File: config.mk
export PLATFORM = sky130hd
export DESIGN_NAME = mips_multicycle_ctrl_flat
export DESIGN_NICKNAME = d
export VERILOG_FILES = /design/src/rtl/mips_multicycle_ctrl_if.sv /design/src/rtl/mips_multicycle_ctrl.sv /design/src/flat_wrapper.sv
export SDC_FILE = /design/constraint.sdc
export NUM_CORES = 1
export LEC_CHECK = 0
export ABC_CLOCK_PERIOD_IN_PS = 1600
export BUFFER_PORTS_ARGS = -buffer_cell sky130_fd_sc_hd__buf_2
export CORE_MARGIN = 5
export CORE_UTILIZATION = 43
export DETAILED_ROUTE_END_ITERATION = 10
export PLACE_DENSITY = 0.7
export SLEW_MARGIN = 10
export SYNTH_ARGS = -nofsm -noshare
export SYNTH_HDL_FRONTEND = slang
export SYNTH_SLANG_ARGS = --single-unit
File: constraint.sdc
create_clock -name clk -period 1.6 [get_ports clk]
set_clock_uncertainty 0.15 [all_clocks]
set_input_delay 0.16 -clock clk [delete_from_list [all_inputs] [get_ports clk]]
set_output_delay 0.16 -clock clk [all_outputs]
set_load 0.1 [all_outputs]
File: src/rtl/mips_multicycle_ctrl_if.sv
// Controller <-> datapath bundle for the multicycle MIPS control unit.
// The master side is the controller and the slave side is the datapath.
`timescale 1ns/1ps
interface mips_multicycle_ctrl_if #(parameter int CNT_W = 6);
  logic [5:0]       opcode;
  logic             equal;
  logic             overflow;
  logic             ir_write;
  logic             pc_write;
  logic             pc_src_jump;
  logic             mem_read;
  logic             mem_write;
  logic             reg_write;
  logic [1:0]       alu_src_b;
  logic [1:0]       alu_op;
  logic [CNT_W-1:0] instr_num;
  logic [2:0]       state;
  logic             halted;
  logic             illegal;
  logic             trap;

  modport master (
    input  opcode, equal, overflow,
    output ir_write, pc_write, pc_src_jump, mem_read, mem_write, reg_write,
           alu_src_b, alu_op, instr_num, state, halted, illegal, trap
  );

  modport slave (
    output opcode, equal, overflow,
    input  ir_write, pc_write, pc_src_jump, mem_read, mem_write, reg_write,
           alu_src_b, alu_op, instr_num, state, halted, illegal, trap
  );
endinterface

File: src/rtl/mips_multicycle_ctrl.sv
// Multicycle MIPS control FSM: FETCH/DECODE/EXEC/MEM/WB plus HALT and TRAP.
// Define OVERFLOW_TRAP_EN to divert overflowing R/addi results into TRAP.
`timescale 1ns/1ps
module mips_multicycle_ctrl #(
  parameter int CNT_W = 6
) (
  input logic                    clk,
  input logic                    rst_n,
  mips_multicycle_ctrl_if.master bus
);
  typedef enum logic [2:0] {
    FETCH  = 3'd0,
    DECODE = 3'd1,
    EXEC   = 3'd2,
    MEM    = 3'd3,
    WB     = 3'd4,
    TRAP   = 3'd5,
    HALT   = 3'd6
  } state_t;

  localparam logic [5:0] OP_R    = 6'h00;
  localparam logic [5:0] OP_J    = 6'h02;
  localparam logic [5:0] OP_BEQ  = 6'h04;
  localparam logic [5:0] OP_ADDI = 6'h08;
  localparam logic [5:0] OP_LW   = 6'h23;
  localparam logic [5:0] OP_SW   = 6'h2B;
  localparam logic [5:0] OP_HALT = 6'h3F;

  state_t           cur, nxt;
  logic [5:0]       op_q;
  logic [CNT_W-1:0] cnt;
  logic             illegal_q, illegal_set;
  logic             ovf_trap;
  logic             ir_w, pc_w, jump, mrd, mwr, rwr;
  logic [1:0]       src_b, aop;

`ifdef OVERFLOW_TRAP_EN
  logic trap_q;
  assign ovf_trap = bus.overflow;

  always_ff @(posedge clk or negedge rst_n) begin
    if (!rst_n)            trap_q <= 1'b0;
    else if (nxt == TRAP)  trap_q <= 1'b1;
  end

  assign bus.trap = trap_q;
`else
  logic unused_overflow;
  assign unused_overflow = bus.overflow;
  assign ovf_trap        = 1'b0;
  assign bus.trap        = 1'b0;
`endif

  always_ff @(posedge clk or negedge rst_n) begin
    if (!rst_n) begin
      cur       <= FETCH;
      op_q      <= '0;
      cnt       <= '0;
      illegal_q <= 1'b0;
    end else begin
      cur <= nxt;
      if (cur == DECODE) op_q <= bus.opcode;
      if (cur == FETCH)  cnt  <= cnt + CNT_W'(1);
      if (illegal_set)   illegal_q <= 1'b1;
    end
  end

  // DECODE has to look at the live opcode (op_q is only loaded at its end),
  // and beq's pc_write follows the live equal flag in EXEC.
  always_comb begin
    nxt         = cur;
    illegal_set = 1'b0;
    ir_w        = 1'b0;
    pc_w        = 1'b0;
    jump        = 1'b0;
    mrd         = 1'b0;
    mwr         = 1'b0;
    rwr         = 1'b0;
    src_b       = 2'd0;
    aop         = 2'd0;
    case (cur)
      FETCH: begin
        ir_w  = 1'b1;
        pc_w  = 1'b1;
        src_b = 2'd1;
        nxt   = DECODE;
      end
      DECODE: begin
        case (bus.opcode)
          OP_R, OP_ADDI, OP_LW, OP_SW, OP_BEQ: nxt = EXEC;
          OP_J: begin
            pc_w = 1'b1;
            jump = 1'b1;
            nxt  = FETCH;
          end
          OP_HALT: nxt = HALT;
          default: begin
            illegal_set = 1'b1;
            nxt         = FETCH;
          end
        endcase
      end
      EXEC: begin
        case (op_q)
          OP_LW, OP_SW: begin
            src_b = 2'd2;
            nxt   = MEM;
          end
          OP_ADDI: begin
            src_b = 2'd2;
            nxt   = ovf_trap ? TRAP : WB;
          end
          OP_R: begin
            aop = 2'd2;
            nxt = ovf_trap ? TRAP : WB;
          end
          OP_BEQ: begin
            aop  = 2'd1;
            pc_w = bus.equal;
            nxt  = FETCH;
          end
          default: nxt = FETCH;
        endcase
      end
      MEM: begin
        if (op_q == OP_LW) begin
          mrd = 1'b1;
          nxt = WB;
        end else begin
          mwr = (op_q == OP_SW);
          nxt = FETCH;
        end
      end
      WB: begin
        rwr = 1'b1;
        nxt = FETCH;
      end
      TRAP:    nxt = FETCH;
      HALT:    nxt = HALT;
      default: nxt = FETCH;
    endcase
  end

  // Reset state is FETCH, so strobes are masked while rst_n is low.
  assign bus.ir_write    = rst_n & ir_w;
  assign bus.pc_write    = rst_n & pc_w;
  assign bus.pc_src_jump = rst_n & jump;
  assign bus.mem_read    = rst_n & mrd;
  assign bus.mem_write   = rst_n & mwr;
  assign bus.reg_write   = rst_n & rwr;
  assign bus.alu_src_b   = {2{rst_n}} & src_b;
  assign bus.alu_op      = {2{rst_n}} & aop;
  assign bus.instr_num   = cnt;
  assign bus.state       = cur;
  assign bus.halted      = (cur == HALT);
  assign bus.illegal     = illegal_q;
endmodule

File: src/flat_wrapper.sv
// flat-port wrapper written by rule: the top's interface ports become plain ports
module mips_multicycle_ctrl_flat 
#(
  parameter int CNT_W = 6
)
  (clk, rst_n, bus_opcode, bus_equal, bus_overflow, bus_ir_write, bus_pc_write, bus_pc_src_jump, bus_mem_read, bus_mem_write, bus_reg_write, bus_alu_src_b, bus_alu_op, bus_instr_num, bus_state, bus_halted, bus_illegal, bus_trap);
  mips_multicycle_ctrl_if #(.CNT_W(CNT_W)) bus_i ();
  input logic clk;
  input logic rst_n;
  input wire logic [$bits(bus_i.opcode)-1:0] bus_opcode;
  input wire logic [$bits(bus_i.equal)-1:0] bus_equal;
  input wire logic [$bits(bus_i.overflow)-1:0] bus_overflow;
  output wire logic [$bits(bus_i.ir_write)-1:0] bus_ir_write;
  output wire logic [$bits(bus_i.pc_write)-1:0] bus_pc_write;
  output wire logic [$bits(bus_i.pc_src_jump)-1:0] bus_pc_src_jump;
  output wire logic [$bits(bus_i.mem_read)-1:0] bus_mem_read;
  output wire logic [$bits(bus_i.mem_write)-1:0] bus_mem_write;
  output wire logic [$bits(bus_i.reg_write)-1:0] bus_reg_write;
  output wire logic [$bits(bus_i.alu_src_b)-1:0] bus_alu_src_b;
  output wire logic [$bits(bus_i.alu_op)-1:0] bus_alu_op;
  output wire logic [$bits(bus_i.instr_num)-1:0] bus_instr_num;
  output wire logic [$bits(bus_i.state)-1:0] bus_state;
  output wire logic [$bits(bus_i.halted)-1:0] bus_halted;
  output wire logic [$bits(bus_i.illegal)-1:0] bus_illegal;
  output wire logic [$bits(bus_i.trap)-1:0] bus_trap;
  assign bus_i.opcode = bus_opcode;
  assign bus_i.equal = bus_equal;
  assign bus_i.overflow = bus_overflow;
  assign bus_ir_write = bus_i.ir_write;
  assign bus_pc_write = bus_i.pc_write;
  assign bus_pc_src_jump = bus_i.pc_src_jump;
  assign bus_mem_read = bus_i.mem_read;
  assign bus_mem_write = bus_i.mem_write;
  assign bus_reg_write = bus_i.reg_write;
  assign bus_alu_src_b = bus_i.alu_src_b;
  assign bus_alu_op = bus_i.alu_op;
  assign bus_instr_num = bus_i.instr_num;
  assign bus_state = bus_i.state;
  assign bus_halted = bus_i.halted;
  assign bus_illegal = bus_i.illegal;
  assign bus_trap = bus_i.trap;
  mips_multicycle_ctrl #(.CNT_W(CNT_W)) u_core (.clk(clk), .rst_n(rst_n), .bus(bus_i));
endmodule
* After elaboration in Yosys (flattened, before gate mapping)
Cells that the tools add are included.
Storage, ports and cells: register bits 16, output and inout port bits 22, word-level logic and storage cells 56, input port bits 10
Operators by class: add/subtract/negate cells 1, eq/ne operators 15, reduce and logical (&&, ||, !) cells 8, mux-type cells 20, bitwise gates (word level) 8
Operators by type and width (number):
- $eq 6x6->1 const B | 5
- $pmux 3 s5 | 1
- $eq 6x3->1 const B | 2
- $eq 6x4->1 const B | 2
- $logic_not 6->1 | 2
- $pmux 3 s2 | 2
- $mux 1 | 11
- $pmux 2 s2 | 2
- $reduce_or 7->1 | 1
- $add 6x1->6 const B | 1
- $and 1x1->1 | 6
- $eq 3x2->1 const B | 2
- $eq 3x3->1 const B | 2
- $eq 6x2->1 const B | 1
- $reduce_or 5->1 | 1
- $and 2x2->2 | 2
- $mux 2 | 2
- $reduce_or 2->1 | 2
- $eq 3x1->1 const B | 1
- $logic_not 3->1 | 1
- $mux 3 | 1
- $pmux 1 s3 | 1
- $reduce_or 3->1 | 1

* Logic depth before layout (Yosys ltp)
depth in word-level cells 5, gate-level depth with buffers 6, gate-level depth less buffers 4

* Worst setup path before layout
No wires, ideal clock.
path type reg-to-output, from register u_core.cur[0] (netlist: u_core.bus.state[0]), to output bus_pc_src_jump, path buffers 1, arrival time 4.618 ns, path slack -3.328 ns, stages on the path, launching flop included 5, cell sequence dfrtp_1 buf_6 nor3b_1 nand3_1 nor4b_1
Between the ends: longest elaborated chain between the ends 3
RTL lines:
- start, declared | RTL line mips_multicycle_ctrl.sv:29 | state_t cur, nxt;
- start signal, assigned | RTL line mips_multicycle_ctrl.sv:61 | cur <= nxt;
- $eq 3x1->1 | RTL line mips_multicycle_ctrl.sv:81 | case (cur)
- $mux 1 | RTL line mips_multicycle_ctrl.sv:81
- $and 1x1->1 | RTL line mips_multicycle_ctrl.sv:147 | assign bus.pc_src_jump = rst_n & jump;
- end, declared | RTL line flat_wrapper.sv:15 | output wire logic [$bits(bus_i.pc_src_jump)-1:0] bus_pc_src_jump;
Every way passes these cells.

* Worst setup path after layout
from register u_core.op_q[0], to output bus_pc_write
Between the ends: longest elaborated chain between the ends 4
RTL lines:
- start, declared | RTL line mips_multicycle_ctrl.sv:30 | logic [5:0] op_q;
- start signal, assigned | RTL line mips_multicycle_ctrl.sv:62 | if (cur == DECODE) op_q <= bus.opcode;
- $eq 6x3->1 | RTL line mips_multicycle_ctrl.sv:104 | case (op_q)
- $mux 1 | RTL line mips_multicycle_ctrl.sv:104
- $pmux 1 s3 | RTL line mips_multicycle_ctrl.sv:81
- $and 1x1->1 | RTL line mips_multicycle_ctrl.sv:146 | assign bus.pc_write = rst_n & pc_w;
- end, declared | RTL line flat_wrapper.sv:14 | output wire logic [$bits(bus_i.pc_write)-1:0] bus_pc_write;
Every way passes these cells.

==> results.cfg <==
[logic_synthesis]
ys_seq_area_share_pct = 43.8
synth_cells = 91
syn-num-nets = 102
synth_area_per_cell_um2 = 10.1
ys_warn_count = 0
syn_area_um2 = 915
yosysUniqueCellTypes = 34
synth_seq_cells = 16

[placed_design]
pre_cts_ws_ps = -370
globalplace.congestion = 0.900
dp_cells = 169
portBuffers = 29
dpl.hpwl_um = 2200
post_dp_cell_area_um2 = 1600

[drt]
maxUsedRoutingLayer = met4
wl_met2_um = 2430
firstDrtPassIters = 4
drtIter0Drc = 68
drc = 0
wl_per_cell_um = 26.6
ant_nets = 0
vias_per_cell = 6.52
wirelength_um = 5000
vias = 1226
wl_met3_um = 462
met1_length_um = 1800

[sta]
report.final.slew_viol_count = 0
min_period_ps = 2390
fmax_ghz = 0.418
timing.final.crit_share_pct = 149
worst_pin_slew_ps = 763
grt_setup_unrepaired = yes
holdWs_ps = 29.9
setup_viol = 28
relSlewSlack_pct = 49.0
report.final.hold_viol_count = 0
totalNegativeSetupSlack_ps = -8280
setup_slack_ps = -790

[power_and_ir_drop]
powerDensity_nw_per_um2 = 1960
total_power_mw = 3.78
power.leakage_nw = 0.827
ir_worst_vdd_mv = 1.68

[finish]
area_delta_synth_final_pct = 110
final_cell_area_um2 = 1920
n_fill_cell = 46
stdcell_count = 188
most-common-layout-cells = buf_4, buf_2, buf_12, dfrtp_1, buf_6
final_common_cell = buf_4
diodes = 0
fin_util_pct = 96.0
finalNetCount = 173
drive_above_1_share_pct = 71.4

[floorplanning]
row_count = 16
fp.dieW_um = 56.1
ios = 32
initial_core_util_pct = 45.7
die_h_um = 56.1
core_um2 = 2000
die_area_um2 = 3150

[critical_path]
worstSetupPathType = flip-flop to output pin
start_kind = flip-flop
critPathMaxFanout = 2
worstPathRequired_ps = 1290
setup.worst_path.end_class = output pin
worstPathArrival_ps = 2080

[global_routing]
grt_max_degree = 17
antenna_found_initial = 0
grt_overflow = 0
grt_pass1_vias = 1109
track_usage_pct = 23.2
grt_pass1_wl_um = 5620

[flow_run]
maxCapViolations = 0

[cts]
cts_buffers = 3
cts_tree = yes
clock-sinks = 16
clk_transition_reported_paths_ps = 110
cts-root-buf = clkbuf_4
clk_latency_ps = 310
htreeDepth = 1
clock_path_buffers = 2

[min_path]
hold_path_class = primary input to flip-flop

[outcome]
outcome = finished with violations
violations = setup timing
-- cells in the mapped netlist, drive strengths merged --
cell type,n,area [um^2]
nor2b,1,6.26
nand4b,1,8.76
a211o,1,8.76
a31oi,1,6.26
inv,2,7.51
nand2b,1,13.8
dfrtp,16,400
a31o,1,8.76
nand3,4,20.0
mux2,6,67.6
nand2,10,37.5
or3b,1,11.3
xor2,2,17.5
nor3b,3,22.5
a21oi,2,10.0
o21a,1,7.51
or4,1,7.51
conb,1,3.75
nor3,9,55.1
o31ai,1,7.51
clkbuf,2,7.51
nor2,3,11.3
ha,1,12.5
buf,4,28.8
xnor2,3,26.3
nand4,3,18.8
nor4,4,25.0
a311oi,1,8.76
o21ai,3,15.0
nor4b,2,32.5
-- power by group --
group	switching (mW)	total, mW	internal, mW
Combinational	1.62	2.66	1.04
Sequential	0.231	0.821	0.590
Clock	0.154	0.294	0.139
-- final cells by class --
cell class | count | area [um^2] | area share [%]
Sequential cell | 16 | 414 | 21.5
Multi-Input combinational cell | 67 | 687 | 35.7
Clock buffer | 4 | 36.3 | 1.89
Tap cell | 27 | 33.8 | 1.76
Timing Repair Buffer | 72 | 741 | 38.5
Inverter | 2 | 10.0 | 0.521
-- per-layer routing --
| layer | vias up | GRT usage [%] |
|---|---|---|
| li1 | 476 | - |
| met1 | 607 | 26.1 |
| met3 | 36 | 5.10 |
| met2 | 107 | 42.7 |
| met5 | - | 0 |
| met4 | 0 | 7.46 |
-- state kept, by name (all words and copies together), names as in the netlist --
| signal | cells |
|---|---|
| u_core.op_q | 6 |
| u_core.bus.instr_num | 6 |
| u_core.bus.illegal | 1 |
| u_core.bus.state | 3 |
-- critical path, cell delays in order (launching register included) --
cell,delay [ps]
dfrtp_1,420
nor3_2,290
or3b_4,450
nor4b_4,260
a211o_4,190
buf_12,160
-- cell families (layout without fill, tap and decap cells) --
group | Yosys count | count (layout) | synth area share, %
and+or+nand+nor | 43 | 43 | 29.5
DFF | 16 | 16 | 43.8
AOI/OAI and AO/OA | 11 | 11 | 7.94
buffers and inverters | 8 | 78 | 4.79
muxes | 6 | 6 | 7.39
xor gates and xnor gates | 5 | 5 | 4.79
adders and majority gates | 1 | 1 | 1.37
other | 1 | 1 | 0.410
-- path summary, 6_finish.rpt --
kind                                         startpoint                       to  slack, ps  cells past startpoint
worst max-delay path                     u_core.op_q[0]             bus_pc_write       -790                      5
max in group asynchronous                         rst_n      u_core.bus.state[0]        240                      3
min in group asynchronous                         rst_n  u_core.bus.instr_num[2]        510                      3
worst min register to register  u_core.bus.instr_num[5]  u_core.bus.instr_num[5]        360                      1
worst min-delay path                      bus_opcode[1]      u_core.bus.state[2]         30                      3
worst max register to register           u_core.op_q[0]      u_core.bus.state[2]       -300                      5
-- timing repair --
item	4_1_cts	5_1_grt
endpoints found under the hold margin	16	1
resized for setup	23	18
pin swaps	12	6
endpoints found under the setup margin	21	27
setup buffers	4	10
hold buffers	1	1
(Power assumes the default switching activity.)
